`src/rtl/z80_bus_pkg.sv`:
```
// Shared types and constants for the tv80s bus bridge: FSM state and
// bus-cycle enums, reset values of the CPU-facing registers, and the helper
// that picks the post-ack wait count for a cycle type.
package z80_bus_pkg;

   // Bridge FSM states.
   typedef enum logic [1:0] {
      IDLE = 2'd0,
      REQ  = 2'd1,
      WAIT = 2'd2,
      HOLD = 2'd3
   } bus_state_t;

   // Kind of CPU bus cycle that started a transfer.
   typedef enum logic {
      CYC_MEM = 1'b0,
      CYC_IO  = 1'b1
   } cycle_t;

   // High address byte placed in front of the 8-bit I/O port number.
   localparam logic [7:0]  DEF_IO_PAGE   = 8'h10;

   // Reset values of the CPU and back-end facing registers.
   localparam logic [7:0]  CPU_DI_RST    = 8'hFF;
   localparam logic [15:0] MEM_ADDR_RST  = 16'h0000;
   localparam logic [7:0]  MEM_WDATA_RST = 8'h00;

   // Width of the post-ack wait counter.
   localparam int unsigned WAIT_W = 4;

   // Wait count to load when a cycle is accepted.
   function automatic logic [WAIT_W-1:0] wait_load(
      input cycle_t            cyc,
      input logic [WAIT_W-1:0] mem_wait,
      input logic [WAIT_W-1:0] io_wait
   );
      return (cyc == CYC_IO) ? io_wait : mem_wait;
   endfunction

endpackage

```
`src/rtl/z80_cycle_decode.sv`:
```
// Purely combinational decode of the Z80 bus strobes. Reports whether a
// memory or I/O read/write cycle is being started, its direction, and
// whether the CPU has released both request strobes. Refresh cycles and
// interrupt-acknowledge cycles never produce a start.
module z80_cycle_decode (
   input  logic m1_n,
   input  logic mreq_n,
   input  logic iorq_n,
   input  logic rd_n,
   input  logic wr_n,
   input  logic rfsh_n,
   output logic start,
   output logic is_io,
   output logic is_wr,
   output logic released
);

   logic rd_or_wr;
   logic mem_cycle;
   logic io_cycle;

   assign rd_or_wr  = !rd_n || !wr_n;

   // Memory cycle: MREQ without refresh. RFSH low marks the refresh half of
   // an opcode fetch, which must not reach the back end.
   assign mem_cycle = !mreq_n && rfsh_n && rd_or_wr;

   // I/O cycle: IORQ without M1. IORQ together with M1 is an interrupt
   // acknowledge, which carries no port access.
   assign io_cycle  = !iorq_n && m1_n && rd_or_wr;

   assign start     = mem_cycle || io_cycle;

   // A well-formed CPU never raises both; memory wins if it ever happens.
   assign is_io     = io_cycle && !mem_cycle;
   assign is_wr     = !wr_n;

   // Both request strobes high: the current bus cycle is over.
   assign released  = mreq_n && iorq_n;

endmodule

```
`src/rtl/z80_bus_bridge.sv`:
```
// Bridge between the tv80s bus pins and a single-port req/ack memory back
// end. One back-end request is issued per CPU bus cycle; the CPU is held
// with cpu_wait_n until the ack plus a per-cycle-type number of extra wait
// cycles has elapsed. Read data is returned on the registered cpu_di.
module z80_bus_bridge
   import z80_bus_pkg::*;
#(
   parameter int unsigned MEM_WAIT = 0,
   parameter int unsigned IO_WAIT  = 1,
   parameter logic [7:0]  IO_PAGE  = DEF_IO_PAGE
) (
   input  logic        clk,
   input  logic        reset,
   input  logic [15:0] cpu_a,
   input  logic [7:0]  cpu_do,
   input  logic        cpu_m1_n,
   input  logic        cpu_mreq_n,
   input  logic        cpu_iorq_n,
   input  logic        cpu_rd_n,
   input  logic        cpu_wr_n,
   input  logic        cpu_rfsh_n,
   output logic [7:0]  cpu_di,
   output logic        cpu_wait_n,
   output logic        mem_req,
   output logic        mem_we,
   output logic [15:0] mem_addr,
   output logic [7:0]  mem_wdata,
   input  logic        mem_ack,
   input  logic [7:0]  mem_rdata,
   output logic        busy
);

   localparam logic [WAIT_W-1:0] MEM_WAIT_CNT = WAIT_W'(MEM_WAIT);
   localparam logic [WAIT_W-1:0] IO_WAIT_CNT  = WAIT_W'(IO_WAIT);

   bus_state_t        state;
   logic [WAIT_W-1:0] wait_cnt;
   logic              aborted;

   logic              start;
   logic              is_io;
   logic              is_wr;
   logic              released;
   cycle_t            cyc;

   z80_cycle_decode u_decode (
      .m1_n     (cpu_m1_n),
      .mreq_n   (cpu_mreq_n),
      .iorq_n   (cpu_iorq_n),
      .rd_n     (cpu_rd_n),
      .wr_n     (cpu_wr_n),
      .rfsh_n   (cpu_rfsh_n),
      .start    (start),
      .is_io    (is_io),
      .is_wr    (is_wr),
      .released (released)
   );

   assign cyc  = is_io ? CYC_IO : CYC_MEM;

   // Busy is a pure function of the state register, so it carries no
   // combinational path from the CPU strobes.
   assign busy = (state != IDLE);

   // Bus-cycle FSM with the wait counter and all registered outputs.
   // NOTE: every register here uses <= so all of them update from the same
   // pre-edge values; a blocking = would let later lines see new state.
   always_ff @(posedge clk) begin
      if (reset) begin
         state      <= IDLE;
         wait_cnt   <= '0;
         aborted    <= 1'b0;
         mem_req    <= 1'b0;
         mem_we     <= 1'b0;
         mem_addr   <= MEM_ADDR_RST;
         mem_wdata  <= MEM_WDATA_RST;
         cpu_di     <= CPU_DI_RST;
         cpu_wait_n <= 1'b1;
      end else begin
         case (state)
            IDLE: begin
               if (start) begin
                  state      <= REQ;
                  mem_req    <= 1'b1;
                  cpu_wait_n <= 1'b0;
                  mem_addr   <= is_io ? {IO_PAGE, cpu_a[7:0]} : cpu_a;
                  mem_we     <= is_wr;
                  mem_wdata  <= cpu_do;
                  wait_cnt   <= wait_load(cyc, MEM_WAIT_CNT, IO_WAIT_CNT);
                  aborted    <= 1'b0;
               end
            end

            REQ: begin
               if (mem_ack) begin
                  // The back end has taken the transfer; never re-request.
                  mem_req <= 1'b0;
                  if (aborted || released) begin
                     // CPU has already left this cycle: drop the data.
                     state      <= IDLE;
                     cpu_wait_n <= 1'b1;
                     aborted    <= 1'b0;
                  end else begin
                     if (!mem_we) begin
                        cpu_di <= mem_rdata;
                     end
                     if (wait_cnt == '0) begin
                        state      <= HOLD;
                        cpu_wait_n <= 1'b1;
                     end else begin
                        state <= WAIT;
                     end
                  end
               end else if (released) begin
                  // Strobes gone before the ack: free the CPU now, but keep
                  // the request up so the back end sees a complete handshake.
                  aborted    <= 1'b1;
                  cpu_wait_n <= 1'b1;
               end
            end

            WAIT: begin
               if (released) begin
                  state      <= IDLE;
                  cpu_wait_n <= 1'b1;
               end else begin
                  // Saturating decrement: the counter never wraps below 0.
                  if (wait_cnt != '0) begin
                     wait_cnt <= wait_cnt - 1'b1;
                  end
                  if (wait_cnt <= WAIT_W'(1)) begin
                     state      <= HOLD;
                     cpu_wait_n <= 1'b1;
                  end
               end
            end

            HOLD: begin
               // Wait for the strobes to drop so one bus cycle maps to
               // exactly one back-end request.
               if (released) begin
                  state <= IDLE;
               end
            end

            default: begin
               state      <= IDLE;
               mem_req    <= 1'b0;
               cpu_wait_n <= 1'b1;
            end
         endcase
      end
   end

endmodule

```
`config.mk`:
```
export PLATFORM = sky130hd
export DESIGN_NAME = z80_bus_bridge
export DESIGN_NICKNAME = d
export VERILOG_FILES = /design/src/rtl/z80_bus_pkg.sv /design/src/rtl/z80_cycle_decode.sv /design/src/rtl/z80_bus_bridge.sv
export SDC_FILE = /design/constraint.sdc
export NUM_CORES = 1
export LEC_CHECK = 0
export BUFFER_PORTS_ARGS = -buffer_cell sky130_fd_sc_hd__clkbuf_2
export CORE_ASPECT_RATIO = 1.1
export CORE_MARGIN = 8
export CORE_UTILIZATION = 35
export CTS_CLUSTER_DIAMETER = 50
export DETAILED_ROUTE_END_ITERATION = 10
export GPL_TIMING_DRIVEN = 1
export PLACE_DENSITY = 0.72
export SYNTH_ARGS = -nofsm -noshare
export SYNTH_HDL_FRONTEND = slang
export SYNTH_SLANG_ARGS = --single-unit
```
`constraint.sdc`:
```
create_clock -name clk -period 5.4 [get_ports clk]
set_input_delay 0.27 -clock clk [delete_from_list [all_inputs] [get_ports clk]]
set_output_delay 0.27 -clock clk [all_outputs]
set_load 0.01 [all_outputs]
```
=== Yosys cells after proc, flatten, opt, wreduce, memory -nomap -nowiden ===
Cells that the tools add are included.

* Register bits: 42
* Output and inout bits: 36
* Logic and storage cells: 82

* $add $sub $neg: 1
* Magnitude comparators: 1
* Eq/ne operators: 12
* Mux-type cells: 29
* Bitwise operators: 2
* Reduce and logical (&&, ||, !) cells: 28

{| class="wikitable"
|+ Operators with widths
! kind !! count
|-
| $mux W16 || 1
|-
| $reduce_and A4 Y1 || 4
|-
| $mux W1 || 14
|-
| $mux W2 || 6
|-
| $mux W4 || 3
|-
| $ne A2 B2 Y1 const B || 5
|-
| $ne A3 B3 Y1 const B || 3
|-
| $pmux W2 S4 || 1
|-
| $pmux W4 S2 || 1
|-
| $logic_and A1 B1 Y1 || 6
|-
| $reduce_bool A2 Y1 || 3
|-
| $logic_not A1 Y1 || 5
|-
| $reduce_and A5 Y1 || 1
|-
| $eq A2 B2 Y1 const B || 2
|-
| $le A4 B1 Y1 const B || 1
|-
| $logic_not A4 Y1 || 1
|-
| $ne A4 B4 Y1 const B || 1
|-
| $pmux W1 S2 || 2
|-
| $reduce_bool A4 Y1 || 1
|-
| $sub A4 B1 Y4 const B || 1
|-
| $logic_or A1 B1 Y1 || 3
|-
| $pmux W1 S3 || 1
|-
| $reduce_and A3 Y1 || 1
|-
| $reduce_bool A3 Y1 || 1
|-
| 4 further kinds || 5
|}

=== Depth between registers and ports, before layout ===
Gate-level depths: netlist of the first run.

* Depth after elaboration: 9
* Depth in mapped cells: 8
* Gate-level depth less buffers: 7

=== Cells and area by module ===
A second synthesis of the first run with hierarchy kept.

* Cells, all modules: 219
* Area, all modules: 1875.5 um2

{| class="wikitable"
|+ Modules (own cells, without submodules)
! module !! times used !! cells each !! area an instance (um2) !! sequential area each (um2)
|-
| z80_bus_bridge || 1 || 212 || 1824.2 || 840.8
|-
| z80_cycle_decode || 1 || 7 || 51.3 || 0.0
|}

=== Worst setup path before layout of the first run ===
Ideal clock, no wire load.

* Path type: register to register
* Start point: reg state[0]
* End point: reg state[1]
* Setup time: 0.070 ns
* Arrival time: 1.883 ns
* Data required time: 5.330 ns
* Path slack: 3.446 ns
* Stages on the path, launching flop included: 8
* Cell sequence: dfxtp_1 -> inv_1 -> ha_1 -> clkbuf_1 -> and2_0 -> a221o_1 -> or4_1 -> a21oi_1

* Cells in the longest elaborated chain, start to end: 3

{| class="wikitable"
|+ RTL lines
! item !! RTL line !! source
|-
| start: declaration || z80_bus_bridge.sv:36 || <nowiki>bus_state_t state;</nowiki>
|-
| start signal: assignment || z80_bus_bridge.sv:70 || <nowiki>state <= IDLE;</nowiki>
|-
| start signal: assignment || z80_bus_bridge.sv:83 || <nowiki>state <= REQ;</nowiki>
|-
| start signal: assignment || z80_bus_bridge.sv:100 || <nowiki>state <= IDLE;</nowiki>
|-
| $eq A2 B2 Y1 (tied with other cells) || z80_bus_bridge.sv:80 || <nowiki>case (state)</nowiki>
|-
| $ne A3 B3 Y1 (no source line) or $ne A2 B2 Y1 (tied branches) || n/a ||
|-
| $reduce_and A4 Y1 (no source line) || n/a ||
|}

Several ways; a longest one is shown, not always the timed one.
A chain may end at the register's enable or synchronous reset.

=== Final worst setup path of the first run ===
* Start point: reg state[0]
* End point: reg mem_addr[15]

* Cells in the longest elaborated chain, start to end: 2

{| class="wikitable"
|+ RTL lines
! item !! RTL line !! source
|-
| $logic_not A2 Y1 || z80_bus_bridge.sv:80 ||
|-
| $reduce_and A2 Y1 (no source line) || n/a ||
|-
| end signal: assignment || z80_bus_bridge.sv:86 || <nowiki>mem_addr <= is_io ? {IO_PAGE, cpu_a[7:0]} : cpu_a;</nowiki>
|-
| end: declaration || z80_bus_bridge.sv:26 || <nowiki>output logic [15:0] mem_addr,</nowiki>
|}

No other way between the ends.

==> summary.md, run 1 <==
| Metric | Value |
|---|---|
| Total Neg Setup Slack | `0 ns` |
| Clock Skew | `0.007005 ns` |
| Cell area after synthesis | `0.001837 mm2` |
| LEAKAGE | `1.083 nW` |
| Hold Path Class | `in2reg` |
| Worst EP required | `5.62 ns` |
| Post-synth EDFFs | `0` |
| Synth Net Count | `277` |
| Gr ovfl total | `0` |
| Peak VDD IR | `0.1888 mV` |
| Clock transition at path regs | `0.08 ns` |
| Port bufs | `76` |
| Post-route DRC | `0` |
| Library cells used by synthesis | `32` |
| Final hold slack | `0.1731 ns` |
| Worst-Margin Slew | `1.029 ns` |
| Slew Limit Fails | `0` |
| Count leader, synth | `nand2_1` |
| IO Count | `77` |
| Leading area contributor after synthesis | `dfxtp_1` |
| First-pass GRT wire length | `8.286 mm` |
| Synth cell count leaders | `nand2_1, dfxtp_1, a21oi_1` |
| Setup Crit Path Kind | `reg2reg` |
| Max-cap viol count | `0` |
| Antenna viol nets, final | `0` |
| Syn avg cell area | `8.021 um2` |
| Worst reg2reg setup slack | `3.15 ns` |
| Hold buffer count at cts | `0` |
| Hold path depth | `2` |
| Syn Inst Count | `229` |
| Clock buffer count from CTS | `5` |
| Critical path arrival | `2.47 ns` |
| Count of clock tree sinks | `42` |
| Total track usage | `0.1304` |
| Yosys reg bits | `42` |
| Syn. warnings | `0` |
| Starting Density | `0.3649` |
| # fillers | `505` |
| Most used flip-flop cell after synthesis | `dfxtp_1` |
| Hold path startpoint | `cpu_wr_n` |
| Post-CTS Setup Inserts | `0` |
| Initial drt markers | `126` |
| Die area | `0.007825 mm2` |
| Reg-to-reg startpoint | `state[0]` |
| PD cells | `357.9 mW/mm2` |
| Final min period | `2.254 ns` |
| Final Wtd Congestion | `0.7796` |
| Endpoints failing hold | `0` |
| R2r worst-path depth | `6` |
| Share of the synthesized area in the top cell type | `0.4578` |
| WL/cell | `13.94 um` |
| CTS tree | `done` |
| Max frequency | `0.4437 GHz` |
| Sequential share of the synthesized area | `0.4578` |
| Die W | `85.07 um` |
| Post-cts resize count | `0` |
| Layout Area Growth over Synthesis | `30.24%` |
| Fin crit share | `0.4174` |
| Initial antenna violation count | `0` |
| Reg2reg end | `mem_addr[15]` |
| Clk_lat worst skew | `0.30 ns` |
| Status | `completed` |
| Worst Hold End | `mem_we` |
| N_diodes | `0` |
| Worst-path maximum fanout | `27` |
| Vias in the first global route | `1790` |
| H-tree levels | `2` |
| Synth async-reset ratio | `0` |
| Tot Pwr | `0.0008563 W` |
| Core area | `0.005034 mm2` |
| Via count | `1767` |
| Vias/cell | `4.908` |
| Routed WL | `5.018 mm` |
| Drt pass-1 iters | `4` |
| Share of layout cells above drive strength 1 | `0.3013` |
| Final nets | `349` |
| Clock Tree Buf Depth | `2` |
| Post-DP HPWL | `3.687 mm` |
| Clock root cell | `clkbuf_8` |
| CP endpoint kind | `flop` |
| Critical path startpoint category | `flop` |
| Largest net degree at the start of global routing | `43` |
| Die H | `91.98 um` |
| Final setup vio count | `0` |
| Synth top area cells | `dfxtp_1, nand2_1, a21oi_1, a211o_1, ha_1` |
| Slew Limit Headroom | `0.3134` |
| RSZ-0062 raised after global routing | `false` |
| # rows | `27` |
-- metrics by stage --
stage / utilization / std cells / worst slack (ns) / instance area, um2
after CTS: 0.4753 / 360 / 3.128 / 2392
after global placement: 0.4479 / 352 / 3.269 / 2255
final: 0.4753 / 360 / 3.146 / 2392
after detailed placement: 0.4479 / 352 / 3.152 / 2255
after floorplan: - / 229 / 3.446 / 1837
after global routing: 0.4753 / 360 / 2.807 / 2392
-- state kept, by name, indices dropped and copies added (netlist names), 2 cells and up --
register   count
mem_addr      16
cpu_di         8
mem_wdata      8
wait_cnt       4
state          2
-- cell usage in the layout, fill, tap and decap left out, types with 3 or more instances in the layout --
cell	Yosys	final
o21ai_0	10	10
a211o_1	10	10
nand3_1	9	9
ha_1	7	7
clkbuf_8	0	5
nor2_1	14	13
inv_1	16	16
dfxtp_1	42	42
a21oi_1	32	32
clkbuf_2	0	76
nor3_1	5	5
nand3b_1	3	3
nand2_1	44	44
-- logic make-up (layout without fill, tap and decap cells) --
family / after synthesis / in the layout / share of synthesized area
AO/OA/AOI/OAI: 65 / 65 / 0.2193
adder cells (fa/ha/maj): 7 / 7 / 0.04768
buffers and inverters: 28 / 101 / 0.05722
flip-flops: 42 / 42 / 0.4578
multiplexers: 1 / 1 / 0.005450
AND/OR/NAND/NOR: 86 / 86 / 0.2125
-- worst max-delay path, cell delays in order, from the launching register on --
cell,delay (ns)
dfxtp_1,0.34
inv_1,0.10
ha_1,0.41
inv_1,0.16
nor2_2,0.82
nand3_1,0.16
a21oi_1,0.18
-- routing by layer --
layer / GRT usage / routed length [um] / vias up
li1: - / - / 919
met2: 0.2112 / 2427 / 57
met5: 0 / 0 / -
met4: 0.06984 / 78 / 0
met1: 0.1511 / 2138 / 784
met3: 0.03925 / 374 / 7
-- worst max-delay path by stage --
stage / start / end / slack (ns) / cells after the start
floorplan: state[0] / state[1] / 3.45 / 7
global placement: state[0] / mem_req / 3.27 / 6
detailed placement: state[0] / mem_addr[15] / 3.15 / 6
CTS: state[0] / mem_addr[15] / 3.13 / 6
global route: state[0] / mem_addr[11] / 2.81 / 6
finish: state[0] / mem_addr[15] / 3.15 / 6
-- final cells by class --
type | instances | area, um2 | area share
Clock buffer | 5 | 68.82 | 0.02877
Clock inverter | 3 | 68.82 | 0.02877
Inverter | 16 | 60.06 | 0.02510
Multi-Input combinational cell | 159 | 893.4 | 0.3734
Sequential cell | 42 | 840.8 | 0.3515
Tap cell | 58 | 72.57 | 0.03033
Timing Repair Buffer | 77 | 387.9 | 0.1621
-- power by group --
part / internal, W / switching [W] / total (W)
logic: 0.0000800 / 0.000117 / 0.000197
clock network: 0.000185 / 0.000115 / 0.000300
registers: 0.000341 / 0.0000185 / 0.000360
Power figures use the tool's default switching activity.
==> inputs of run 2 (changes only) <==
clock period = 2.3 ns   (was 5.4 ns; I/O delays follow)
==> summary.md, run 2 (synthesis results as in run 1) <==
| Metric | Value |
|---|---|
| Switching power | `0.0005796 W (+130%)` |
| WL/cell | `13.92 um (-0.13%)` |
| Worst-path maximum fanout | `10 (-63%)` |
| Clock transition at path regs | `0.08 ns (about the same)` |
| Total Neg Setup Slack | `0 ns (unchanged)` |
| # rows | `27 (unchanged)` |
| Multi-input gate area | `893.4 um2 (unchanged)` |
| Clock root cell | `clkbuf_8` |
| Worst EP required | `2.52 ns (-3.10 ns)` |
| Max frequency | `0.4788 GHz (+7.9%)` |
| First-pass GRT wire length | `8.411 mm (+1.5%)` |
| Top reg by flops | `mem_addr` |
| Commonest non-fill, non-tap cell in the layout | `clkbuf_2` |
| Sw frac | `0.3233 (+0.03152)` |
| # fillers | `494 (-2.2%)` |
| Layout Area Growth over Synthesis | `29.22%` |
| Max reg flops | `16 (unchanged)` |
| Vias/cell | `5.036 (+2.6%)` |
| Final min period | `2.089 ns (-0.1651 ns)` |
| Status | `completed` |
| Most frequent cells in the layout | `clkbuf_2, nand2_1, dfxtp_1, a21oi_1, inv_1` |
| R2r worst-path depth | `6 (unchanged)` |
| Cell internal pwr | `0.001213 W (+100%)` |
| Post-route DRC | `0 (unchanged)` |
| PD cells | `755.3 mW/mm2 (+110%)` |
| Setup Crit Path Kind | `reg2reg` |
| Share of layout cells above drive strength 1 | `0.3039 (+0.002597)` |
| Peak VDD IR | `0.3912 mV (+110%)` |
| Die W | `85.07 um (unchanged)` |
| Seq pwr share | `0.471 (+0.051)` |
| Clk_lat worst skew | `0.29 ns (about the same)` |
| Hold buffer count at cts | `1 (+1)` |
| Worst-Margin Slew | `0.8870 ns (-0.1417 ns)` |
| H-tree levels | `2 (unchanged)` |
| Register area | `840.8 um2 (unchanged)` |
| Core Util, Final | `0.4715 (-0.003728)` |
| Die area | `0.007825 mm2 (unchanged)` |
| Slew Limit Fails | `0 (unchanged)` |
| Clk pwr share | `0.265 (-0.085)` |
| Routed WL | `5.067 mm (+0.98%)` |
| LEAKAGE | `1.078 nW (-0.48%)` |
| Critical path arrival | `2.31 ns (-0.16 ns)` |
| Clock Tree Buf Depth | `2 (unchanged)` |
| Starting Density | `0.3649 (unchanged)` |
| Count of clock tree sinks | `42 (unchanged)` |
| Clock buffer count from CTS | `5 (unchanged)` |
| CP endpoint kind | `flop` |
| Tot Pwr | `0.001793 W (+110%)` |
| Antenna viol nets, final | `0 (unchanged)` |
| Slew Limit Headroom | `0.4087 (+0.09523)` |
| Clock Skew | `0.003978 ns (-0.003027 ns)` |
| Post-CTS Setup Inserts | `0 (unchanged)` |
| Drt pass-1 iters | `4 (unchanged)` |
| Final setup vio count | `0 (unchanged)` |
| CTS tree | `done` |
| Max-cap viol count | `0 (unchanged)` |
| Post-placement cell area | `0.002277 mm2 (+1.0%)` |
| Post-DP HPWL | `3.702 mm (+0.40%)` |
| Initial drt markers | `159 (+26%)` |
| Fin crit share | `0.9081 (+0.4908)` |
| Post-cts resize count | `0 (unchanged)` |
| Largest net degree at the start of global routing | `43 (unchanged)` |
| Gr ovfl total | `0 (unchanged)` |
| Total track usage | `0.1318 (+0.001413)` |
| Core area | `0.005034 mm2 (unchanged)` |
| Die H | `91.98 um (unchanged)` |
| Final nets | `353 (+1.1%)` |
| Via count | `1833 (+3.7%)` |
| Largest regs | `mem_addr x16, cpu_di x8, mem_wdata x8` |
| N_diodes | `0 (unchanged)` |
| Initial antenna violation count | `0 (unchanged)` |
| Critical path startpoint category | `flop` |
| Port bufs | `76 (unchanged)` |
| Design Area, Final | `0.002374 mm2 (-0.78%)` |
| Vias in the first global route | `1816 (+1.5%)` |
| RSZ-0062 raised after global routing | `false` |
| Hold path depth | `3 (+1)` |
| Endpoints failing hold | `0 (unchanged)` |
| Hold Path Class | `in2reg` |
| Final Wtd Congestion | `0.8120 (+4.2%)` |
| Comb pwr share | `0.264 (+0.034)` |
| IO Count | `77 (unchanged)` |
-- run 2: power groups by stage --
| stage | sequential [W] | clock [W] | combinational (W) |
|---|---|---|---|
| floorplan | 0.000887 | 0 | 0.000264 |
| global placement | 0.000860 | 0 | 0.000467 |
| detailed placement | 0.000861 | 0 | 0.000477 |
| CTS | 0.000845 | 0.000492 | 0.000479 |
| global route | 0.000856 | 0.000527 | 0.000531 |
| finish | 0.000845 | 0.000474 | 0.000473 |
-- run 2: final timing paths --
check	startpoint	end	slack, ns
max	state[0]	state[1]	0.21
min	cpu_do[5]	mem_wdata[5]	0.03
max reg2reg	state[0]	state[1]	0.21
min reg2reg	mem_addr[8]	mem_addr[8]	0.45
-- run 2: layout make-up --
class	count	share of cell area
tap	58	0.03057
sequential	42	0.3542
clock inverter	2	0.005799
inverter	16	0.02530
clock buffer	6	0.03057
multi-input combinational	159	0.3764
timing repair buffer	81	0.1771
-- run 2: routing by layer --
layer  global-route usage  wire (um)  share of wire
met4              0.04903         64          0.013
met2               0.2223       2493           0.49
met3              0.04728        346          0.068
met5                    0          0              0
met1               0.1487       2162           0.43
-- run 2: critical path, stage by stage (launching register included) --
cell	delay [ns]
dfxtp_1	0.39
inv_1	0.09
ha_1	0.31
and2_0	0.21
a221o_1	0.37
or4_1	0.49
a21oi_1	0.14
-- run 2: stage by stage --
step / setup slack [ns] / instances / hold WS [ns]
2_1_floorplan: 0.3464 / 229 / 0.2107
3_3_place_gp: 0.3155 / 355 / 0.3123
3_5_place_dp: 0.2378 / 355 / 0.3202
4_1_cts: 0.2217 / 364 / 0.01935
5_1_grt: 0.09990 / 364 / 0.01959
6_report: 0.2113 / 364 / 0.03062
